File: config.mk
export PLATFORM = sky130hd
export DESIGN_NAME = cdb_arbiter
export DESIGN_NICKNAME = d
export VERILOG_FILES = /design/src/rtl/cdb_arbiter.sv
export SDC_FILE = /design/constraint.sdc
export NUM_CORES = 1
export LEC_CHECK = 0
export ABC_CLOCK_PERIOD_IN_PS = 6020
export BUFFER_PORTS_ARGS = -buffer_cell sky130_fd_sc_hd__clkbuf_2
export CORE_MARGIN = 3
export CORE_UTILIZATION = 55
export CTS_CLUSTER_DIAMETER = 150
export CTS_CLUSTER_SIZE = 20
export DETAILED_ROUTE_END_ITERATION = 16
export HOLD_SLACK_MARGIN = 0.02
export PLACE_DENSITY = 0.84
export SYNTH_ARGS = -nofsm -noshare
export SYNTH_HDL_FRONTEND = slang
export SYNTH_SLANG_ARGS = --single-unit
File: constraint.sdc
create_clock -name clk -period 6.02 [get_ports clk]
set_clock_uncertainty 0.1 [all_clocks]
set_input_delay 0 -clock clk [delete_from_list [all_inputs] [get_ports clk]]
set_output_delay 0 -clock clk [all_outputs]
set_load 0.01 [all_outputs]
File: src/rtl/cdb_arbiter.sv
// cdb_arbiter: three per-producer result FIFOs (ALU, BRU, LDU) sharing one
// registered common data bus through a round-robin scheduler. A
// misprediction flush clears everything in flight.
module cdb_arbiter #(
  parameter int ROB_BIT = 5,
  parameter int DAT_W   = 32,
  parameter int BUF_D   = 2
) (
  input  logic               clk,
  input  logic               rst,
  input  logic               en,
  input  logic               flush_i,
  input  logic               alu_vld_i,
  input  logic [ROB_BIT-1:0] alu_q_i,
  input  logic [DAT_W-1:0]   alu_v_i,
  output logic               alu_rdy_o,
  input  logic               bru_vld_i,
  input  logic [ROB_BIT-1:0] bru_q_i,
  input  logic [DAT_W-1:0]   bru_v_i,
  input  logic               bru_cbr_i,
  input  logic [DAT_W-1:0]   bru_cbt_i,
  output logic               bru_rdy_o,
  input  logic               ldu_vld_i,
  input  logic [ROB_BIT-1:0] ldu_q_i,
  input  logic [DAT_W-1:0]   ldu_v_i,
  output logic               ldu_rdy_o,
  output logic               cdb_en_o,
  output logic [ROB_BIT-1:0] cdb_q_o,
  output logic [DAT_W-1:0]   cdb_v_o,
  output logic               cdb_cbr_o,
  output logic [DAT_W-1:0]   cdb_cbt_o,
  output logic               busy_o
);
  localparam int PW = $clog2(BUF_D);
  localparam int CW = PW + 1;
  localparam logic [CW-1:0] DEPTH = CW'(BUF_D);

  typedef struct packed {
    logic [ROB_BIT-1:0] q;
    logic [DAT_W-1:0]   v;
    logic               cbr;
    logic [DAT_W-1:0]   cbt;
  } ent_t;

  // Source index: 0=ALU, 1=BRU, 2=LDU.
  ent_t          mem_q    [3][BUF_D];
  logic [PW-1:0] wr_ptr_q [3];
  logic [PW-1:0] wr_ptr_d [3];
  logic [PW-1:0] rd_ptr_q [3];
  logic [PW-1:0] rd_ptr_d [3];
  logic [CW-1:0] cnt_q    [3];
  logic [CW-1:0] cnt_d    [3];
  logic [1:0]    rr_q, rr_d;
  logic          cdb_en_q, cdb_en_d;
  ent_t          cdb_ent_q, cdb_ent_d;

  ent_t          push_ent [3];
  logic [2:0]    vld, rdy, push, pop, nonempty;
  logic [1:0]    win;
  logic          win_vld;

  // Pack producer inputs into FIFO entries; tag 0 is handshaken but never stored.
  always_comb begin
    push_ent[0]     = '0;
    push_ent[0].q   = alu_q_i;
    push_ent[0].v   = alu_v_i;
    push_ent[1]     = '0;
    push_ent[1].q   = bru_q_i;
    push_ent[1].v   = bru_v_i;
    push_ent[1].cbr = bru_cbr_i;
    push_ent[1].cbt = bru_cbt_i;
    push_ent[2]     = '0;
    push_ent[2].q   = ldu_q_i;
    push_ent[2].v   = ldu_v_i;
    vld             = {ldu_vld_i, bru_vld_i, alu_vld_i};
    for (int s = 0; s < 3; s++) begin
      nonempty[s] = (cnt_q[s] != '0);
      rdy[s]      = en & (cnt_q[s] < DEPTH);
      push[s]     = vld[s] & rdy[s] & (push_ent[s].q != '0);
    end
  end

  // Round-robin search starting at rr; first non-empty FIFO wins.
  always_comb begin
    logic [2:0] sum;
    win     = rr_q;
    win_vld = 1'b0;
    sum     = '0;
    for (int k = 0; k < 3; k++) begin
      sum = {1'b0, rr_q} + 3'(k);
      if (sum >= 3'd3) sum = sum - 3'd3;
      if (!win_vld && nonempty[sum[1:0]]) begin
        win     = sum[1:0];
        win_vld = 1'b1;
      end
    end
    pop = win_vld ? (3'b001 << win) : 3'b000;
  end

  // Next-state for pointers, counts, rr and the broadcast register (applied only when enabled).
  always_comb begin
    for (int s = 0; s < 3; s++) begin
      wr_ptr_d[s] = wr_ptr_q[s] + PW'(push[s]);
      rd_ptr_d[s] = rd_ptr_q[s] + PW'(pop[s]);
      cnt_d[s]    = cnt_q[s] + CW'(push[s]) - CW'(pop[s]);
    end
    rr_d      = rr_q;
    cdb_en_d  = 1'b0;
    cdb_ent_d = '0;
    if (win_vld) begin
      rr_d      = (win == 2'd2) ? 2'd0 : win + 2'd1;
      cdb_en_d  = 1'b1;
      cdb_ent_d = mem_q[win][rd_ptr_q[win]];
    end
  end

  // Control and broadcast registers: rst/flush clear, en gates every update.
  always_ff @(posedge clk) begin
    if (rst || flush_i) begin
      for (int s = 0; s < 3; s++) begin
        wr_ptr_q[s] <= '0;
        rd_ptr_q[s] <= '0;
        cnt_q[s]    <= '0;
      end
      rr_q      <= 2'd0;
      cdb_en_q  <= 1'b0;
      cdb_ent_q <= '0;
    end else if (en) begin
      for (int s = 0; s < 3; s++) begin
        wr_ptr_q[s] <= wr_ptr_d[s];
        rd_ptr_q[s] <= rd_ptr_d[s];
        cnt_q[s]    <= cnt_d[s];
      end
      rr_q      <= rr_d;
      cdb_en_q  <= cdb_en_d;
      cdb_ent_q <= cdb_ent_d;
    end
  end

  // FIFO storage has no reset; occupancy is tracked by the counts alone.
  always_ff @(posedge clk) begin
    if (!rst && !flush_i) begin
      for (int s = 0; s < 3; s++) begin
        if (push[s]) mem_q[s][wr_ptr_q[s]] <= push_ent[s];
      end
    end
  end

  assign alu_rdy_o = rdy[0];
  assign bru_rdy_o = rdy[1];
  assign ldu_rdy_o = rdy[2];
  assign busy_o    = |nonempty;
  assign cdb_en_o  = cdb_en_q;
  assign cdb_q_o   = cdb_ent_q.q;
  assign cdb_v_o   = cdb_ent_q.v;
  assign cdb_cbr_o = cdb_ent_q.cbr;
  assign cdb_cbt_o = cdb_ent_q.cbt;
endmodule

Word-level counts from Yosys, hierarchy flattened
Memories as Yosys holds them, arrays and structs flattened.
Index checks and enable logic that the tools add are counted.
- bits of input ports: 151
- bits in writable memories: 432
- word-level logic and storage cells: 138
- output and inout bits: 75
- memories kept: 4
- register bits after elaboration: 73
- memory list (memory ; depth ; width ; read ports ; clocked after Yosys merged registers in ; wr ports ; line ; text):
    mem_q ; 3 ; 140 ; 1 ; 0 ; 3 ; 46 ; ent_t mem_q [3][BUF_D];
    cnt_q ; 3 ; 2 ; 3 ; 0 ; 3 ; 51 ; logic [CW-1:0] cnt_q [3];
    rd_ptr_q ; 3 ; 1 ; 4 ; 0 ; 3 ; 49 ; logic [PW-1:0] rd_ptr_q [3];
    wr_ptr_q ; 3 ; 1 ; 3 ; 0 ; 3 ; 47 ; logic [PW-1:0] wr_ptr_q [3];
- reduce and logical (&&, ||, !) cells: 19
- $lt $le $gt $ge: 16
- equal/unequal tests: 1
- mux-type cells: 51
- shifts and indexed selects: 1
- add/sub/neg operators: 18
- bitwise operators: 22
- operators by type and width (kind ; number):
    2-to-1 mux 70 bit ; 7
    2-to-1 mux 140 bit ; 3
    demux 70 bit (select 1 bit) ; 3
    2-to-1 mux 1 bit ; 24
    2-to-1 mux 2 bit ; 10
    nonzero test 5 bit ; 3
    greater-or-equal comparator 2 bit (second input constant) ; 5
    AND 1 bit ; 9
    < comparator 2 x 3 -> 1 bit (second input constant) ; 3
    OR 1 bit ; 9
    NOT 1 -> 2 bit ; 4
    adder 1 bit ; 6
    adder 2 x 1 -> 2 bit ; 3
    binary-select mux 1 bit (select 2 bit) ; 3
    greater-or-equal comparator 3 x 2 -> 1 bit (second input constant) ; 2
    logical AND 1 bit ; 6
    < comparator 2 x 1 -> 1 bit (second input constant) ; 3
    < comparator 2 bit (second input constant) ; 3
    nonzero test 2 bit ; 3
    subtractor 2 x 1 -> 2 bit ; 3
    subtractor 2 bit (second input constant) ; 3
    logical NOT 1 bit ; 4
    adder 2 x 1 -> 3 bit (second input constant) ; 1
    adder 2 x 2 -> 3 bit (second input constant) ; 1
    other kinds (7) ; 7

Depth between registers and ports, before layout
An unclocked memory read counts as a cell.
- depth in word-level cells: 17
- depth in mapped cells: 17

Worst setup path after synthesis
No wires, ideal clock.
- kind: register to register
- start: memory cnt_q[0][3] (netlist name)
- end: memory mem_q[1][100] (netlist name), enable pin
- stages on the path, launching flop included: 6
- path buffers: 0
- setup slack: 1.411 ns
- data arrival time: 4.011 ns
- cells stage by stage: edfxtp_1 -> nor2b_1 -> nand2_1 -> a21oi_1 -> nand2_1 -> nor2_1
- RTL lines (item ; line):
    start: declaration ; 51
    end: declaration ; 46

Final worst setup path
- start: register rr_q[0]
- end: register cdb_ent_q, in the netlist cdb_v_o[11]
- longest elaborated chain between the ends: 17
- elaborated cells on any way between the ends: 34
- those cells by class: 5 x add/sub; 3 x order compare; 19 x mux; 1 x bitwise; 4 x reduce/logical; 2 x memory
- ends and longest elaborated chain (item ; line ; text):
    start: declaration ; 53 ; logic [1:0] rr_q, rr_d;
    start signal: assignment ; 134 ; rr_q <= rr_d;
    branches (longest 16 deep; another with adder 2 x 1 -> 3 bit) ; -- ;
    2-to-1 mux 70 bit (*) ; 110 ; if (win_vld) begin
    end signal: assignment ; 136 ; cdb_ent_q <= cdb_ent_d;
    end: declaration ; 55 ; ent_t cdb_ent_q, cdb_ent_d;
Mark *: on every way between the ends. The select of a mux whose other input is x is not followed.
A chain may end at the register's enable or synchronous reset.

==> Flow_metrics.wiki <==
{| class="wikitable"
! Metric !! Value
|-
| Vias in the first global route || 10512
|-
| Clk sinks || 373
|-
| HP Class || in -> reg
|-
| Number of synthesized register bits || 373
|-
| Depth of the most critical reg-to-reg path || 11
|-
| Core Region || 24750 um^2
|-
| Most instantiated library cell after synthesis || sky130_fd_sc_hd__edfxtp_1
|-
| Top-level I/O count || between 200 and 250
|-
| Switching part of the total || 30.30%
|-
| Post-synth EDFFs || 300
|-
| Overall Global Routing Usage || between 20% and 30%
|-
| Peak clock frequency supported by timing || 0.2187 GHz
|-
| Portion of synthesized cell area occupied by the leading cell type || 63.96%
|-
| Proportion of register bits with asynchronous set or reset after synthesis || 0%
|-
| Power density over the cells || approximately 330 nW/um^2
|-
| Pleak || 6.681 nW
|-
| Antenna violations before repair || 4
|-
| CTS clock-pin slew for the worst setup and hold paths || 0.09 ns
|-
| Port buffer count || 225
|-
| Max_slew headroom || between 20% and 30%
|-
| Gates resized, CTS repair || 0
|-
| Die X || 166.0 um
|-
| Hold Startpoint || alu_v_i[29]
|-
| Filler cells || 1548
|-
| Pre-antenna DRT Iters || 5
|-
| Post-detailed-route wirelength per cell || 22.22 um
|-
| Relative contribution of sequential cells to total power || 50.3%
|-
| Number of hold-repair buffers added at the cts stage || 152
|-
| Tcrit/Tclk final || 75.94%
|-
| Die extent in y || 166.0 um
|-
| GRT Residual Overflow || 0
|-
| Setup crit end kind || register
|-
| Number of rows in the core area || 57
|-
| Register-to-register setup slack || 1.45 ns
|-
| Biggest fanout along the worst timing path || 40
|-
| RSZ-0062 raised after global routing || false
|-
| Top cells by instance count after synthesis || 300 x sky130_fd_sc_hd__edfxtp_1, 123 x sky130_fd_sc_hd__nand2_1, 84 x sky130_fd_sc_hd__a21oi_1
|-
| Largest vdd supply drop || approximately 250 uV
|-
| Detailed router's first-iteration violation count || 1011
|-
| Synthesized area divided by synthesized cell count || approximately 14 um^2
|-
| Largest net degree at the start of global routing || 75
|-
| Final number of hold-violating endpoints || 0
|-
| Routed wire length || 37.61 mm
|-
| Clock network power share || a little over a quarter
|-
| Terminus of the critical flop-to-flop path || cdb_v_o[11]$_SDFFE_PP0P_
|-
| Buffer levels on the longest clock path || 3
|-
| Number of failing setup endpoints in the final timing report || 0
|-
| Number of distinct library cell variants in the gate-level netlist after synthesis || 37
|-
| Count of final max-slew check failures || 0
|-
| Ys flop type || sky130_fd_sc_hd__edfxtp_1
|-
| Post-synthesis cell type with the largest combined area || sky130_fd_sc_hd__edfxtp_1
|-
| Gate power share || 23.6%
|-
| Yosys warning count || 0
|-
| Run status || complete, no violations
|-
| Minimum clock period || 4.571 ns
|-
| Worst setup SP type || register
|-
| Worst reg2reg startpoint || rr_q[0]$_SDFFE_PP0P_
|-
| Worst Max-Slew Pin Slew || between 1 and 1.5 ns
|-
| Number of nets in the finished design || 1512
|-
| Cells after Synth || between 1000 and 1500
|-
| Switching pwr || 0.001753 W
|-
| Cell depth of the worst hold path || 2
|-
| Drc violations || 0
|-
| Top cells by area in the synthesized netlist || sky130_fd_sc_hd__edfxtp_1 64%, sky130_fd_sc_hd__dfxtp_1 10%, sky130_fd_sc_hd__nand2_1 3.3%
|-
| Net count of the mapped netlist || 1162
|-
| Vias per cell || 5.981
|-
| WS Path Type || reg -> reg
|-
| Arrival time worst endpoint || 4.88 ns
|-
| Starting Density || 56.91%
|-
| Skew-Pair Late Insertion Delay || 0.55 ns
|-
| CTS buffer count || 22
|-
| Sequential cell area fraction in the yosys report || 74.34%
|-
| Ratio of cells with drive above 1 in the final layout || 20.59%
|-
| Cell Area, Synth || 14080 um^2
|-
| Floorplan die area || ~28000 um^2
|-
| Design internal power || 0.004032 W
|-
| Cell at the root of the clock tree || sky130_fd_sc_hd__clkbuf_16
|-
| Clock tree from TritonCTS || done
|-
| Launching element of the worst setup path || rr_q[0]$_SDFFE_PP0P_
|-
| Worst hold-check slack || 0.07941 ns
|-
| Total negative slack for setup checks || 0 ns
|-
| Routed vias || 10125
|-
| Total power consumption of the routed design || 0.005785 W
|-
| Maximum capacitance violations || 0
|-
| Last weighted congestion value of the routability-driven placer || about 0.82
|-
| First-pass GRT wire length || 57.49 mm
|-
| Worst Hold Path EP || mem_q[0][62]$_DFFE_PP_
|-
| Post-route ant nets || 0
|-
| Required time of the critical path || ~6.3 ns
|-
| Area growth syn-to-layout || 25.74%
|-
| Hpwl dp || 20.69 mm
|-
| Postcts setup bufs || 0
|-
| Final Util || 71.57%
|-
| H-Tree Level Count || 1
|}
-- cell usage in the layout, fill, tap and decap left out, drive strengths merged, types with 2 or more instances in the layout --
cell / count
edfxtp: 300
nand3: 3
nor3: 10
nor2b: 5
dfxtp: 73
inv: 11
a21oi: 85
xor2: 3
nor2: 62
a211o: 38
xnor2: 9
ha: 10
and3: 6
diode: 4
clkbuf: 261
nand2b: 3
dlygate4sd3: 152
o2bb2ai: 2
mux2i: 34
nand2: 123
a211oi: 41
buf: 13
a2111oi: 38
o21ai: 74
-- cell families (layout without fill, tap and decap cells) --
| kind of cell | after synthesis | in the layout | share of synthesized area [%] |
|---|---|---|---|
| simple gates | 215 | 215 | 6.201 |
| buf+inv | 74 | 438 | 2.176 |
| other cells | 0 | 4 | 0 |
| fa+ha+maj | 10 | 10 | 0.8883 |
| flops | 373 | 373 | 74.34 |
| xor+xnor | 12 | 12 | 0.7463 |
| compound gates | 283 | 283 | 13.24 |
| mux | 34 | 34 | 2.416 |
-- power groups by stage --
stage / Combinational [W] / Clock [W] / Sequential (W)
floorplan: 0.000829 / 0 / 0.00298
global placement: 0.00120 / 0 / 0.00296
detailed placement: 0.00124 / 0 / 0.00297
CTS: 0.00133 / 0.00151 / 0.00291
global route: 0.00147 / 0.00163 / 0.00292
finish: 0.00137 / 0.00151 / 0.00291
-- area by class of cell --
| class | count | area (um^2) | share of cell area (%) |
|---|---|---|---|
| clock inverters | 2 | 38.79 | 0.2190 |
| flip-flops and latches | 373 | 10470 | 59.12 |
| clock buffers | 36 | 603.1 | 3.405 |
| repair buffers | 390 | 2745 | 15.50 |
| multi-input cells | 554 | 3401 | 19.20 |
| inverters | 10 | 37.54 | 0.2119 |
| well taps | 324 | 405.4 | 2.289 |
| diodes | 4 | 10.01 | 0.05652 |
-- through the flow --
step / worst slack [ns] / std cells / area (um^2)
2_1_floorplan: 1.411 / 1001 / 14080
3_3_place_gp: 1.711 / 1499 / 15540
3_5_place_dp: 1.504 / 1499 / 15540
4_1_cts: 1.498 / 1689 / 17700
5_1_grt: 1.088 / 1693 / 17710
6_report: 1.449 / 1693 / 17710
-- critical path, stage by stage (launching register included) --
cell                        delay, ns
sky130_fd_sc_hd__dfxtp_1         0.39
sky130_fd_sc_hd__inv_1           0.13
sky130_fd_sc_hd__ha_1            0.33
sky130_fd_sc_hd__nor3b_1         0.20
sky130_fd_sc_hd__o32a_2          0.46
sky130_fd_sc_hd__a211oi_1        0.52
sky130_fd_sc_hd__o2bb2ai_4       0.38
sky130_fd_sc_hd__nor2_1          0.33
sky130_fd_sc_hd__a21o_1          0.81
sky130_fd_sc_hd__buf_4           0.41
sky130_fd_sc_hd__a211oi_1        0.10
sky130_fd_sc_hd__a211o_1         0.25
-- sequential cells by signal, summed over array words and instances (netlist names) --
name and flops:
rr_q 2, cdb_q_o 5, wr_ptr_q 3, cdb_cbr_o 1, mem_q 288, rd_ptr_q 3
cnt_q 6, cdb_en_o 1, cdb_v_o 32, cdb_cbt_o 32
-- worst max path at each step --
stage                           endpoint  cells past startpoint  slack (ns)
6_report        cdb_v_o[11]$_SDFFE_PP0P_                     11        1.45
4_1_cts        cnt_q[0][1]$_SDFFCE_PN0P_                     15        1.50
2_1_floorplan    mem_q[1][100]$_DFFE_PP_                      5        1.41
3_5_place_dp   cnt_q[0][1]$_SDFFCE_PN0P_                     15        1.50
5_1_grt        cnt_q[0][1]$_SDFFCE_PN0P_                     15        1.09
3_3_place_gp   cnt_q[0][1]$_SDFFCE_PN0P_                     15        1.71
-- per-layer routing --
| metal | global-route usage, % | up-vias | share of wire, % |
|---|---|---|---|
| li1 | - | 4491 | - |
| met1 | 32.72 | 4918 | 36 |
| met2 | 46.85 | 599 | 52 |
| met3 | 3.666 | 117 | 8.0 |
| met4 | 10.42 | 0 | 3.9 |
| met5 | 0 | - | 0 |
(Power assumes the default switching activity.)
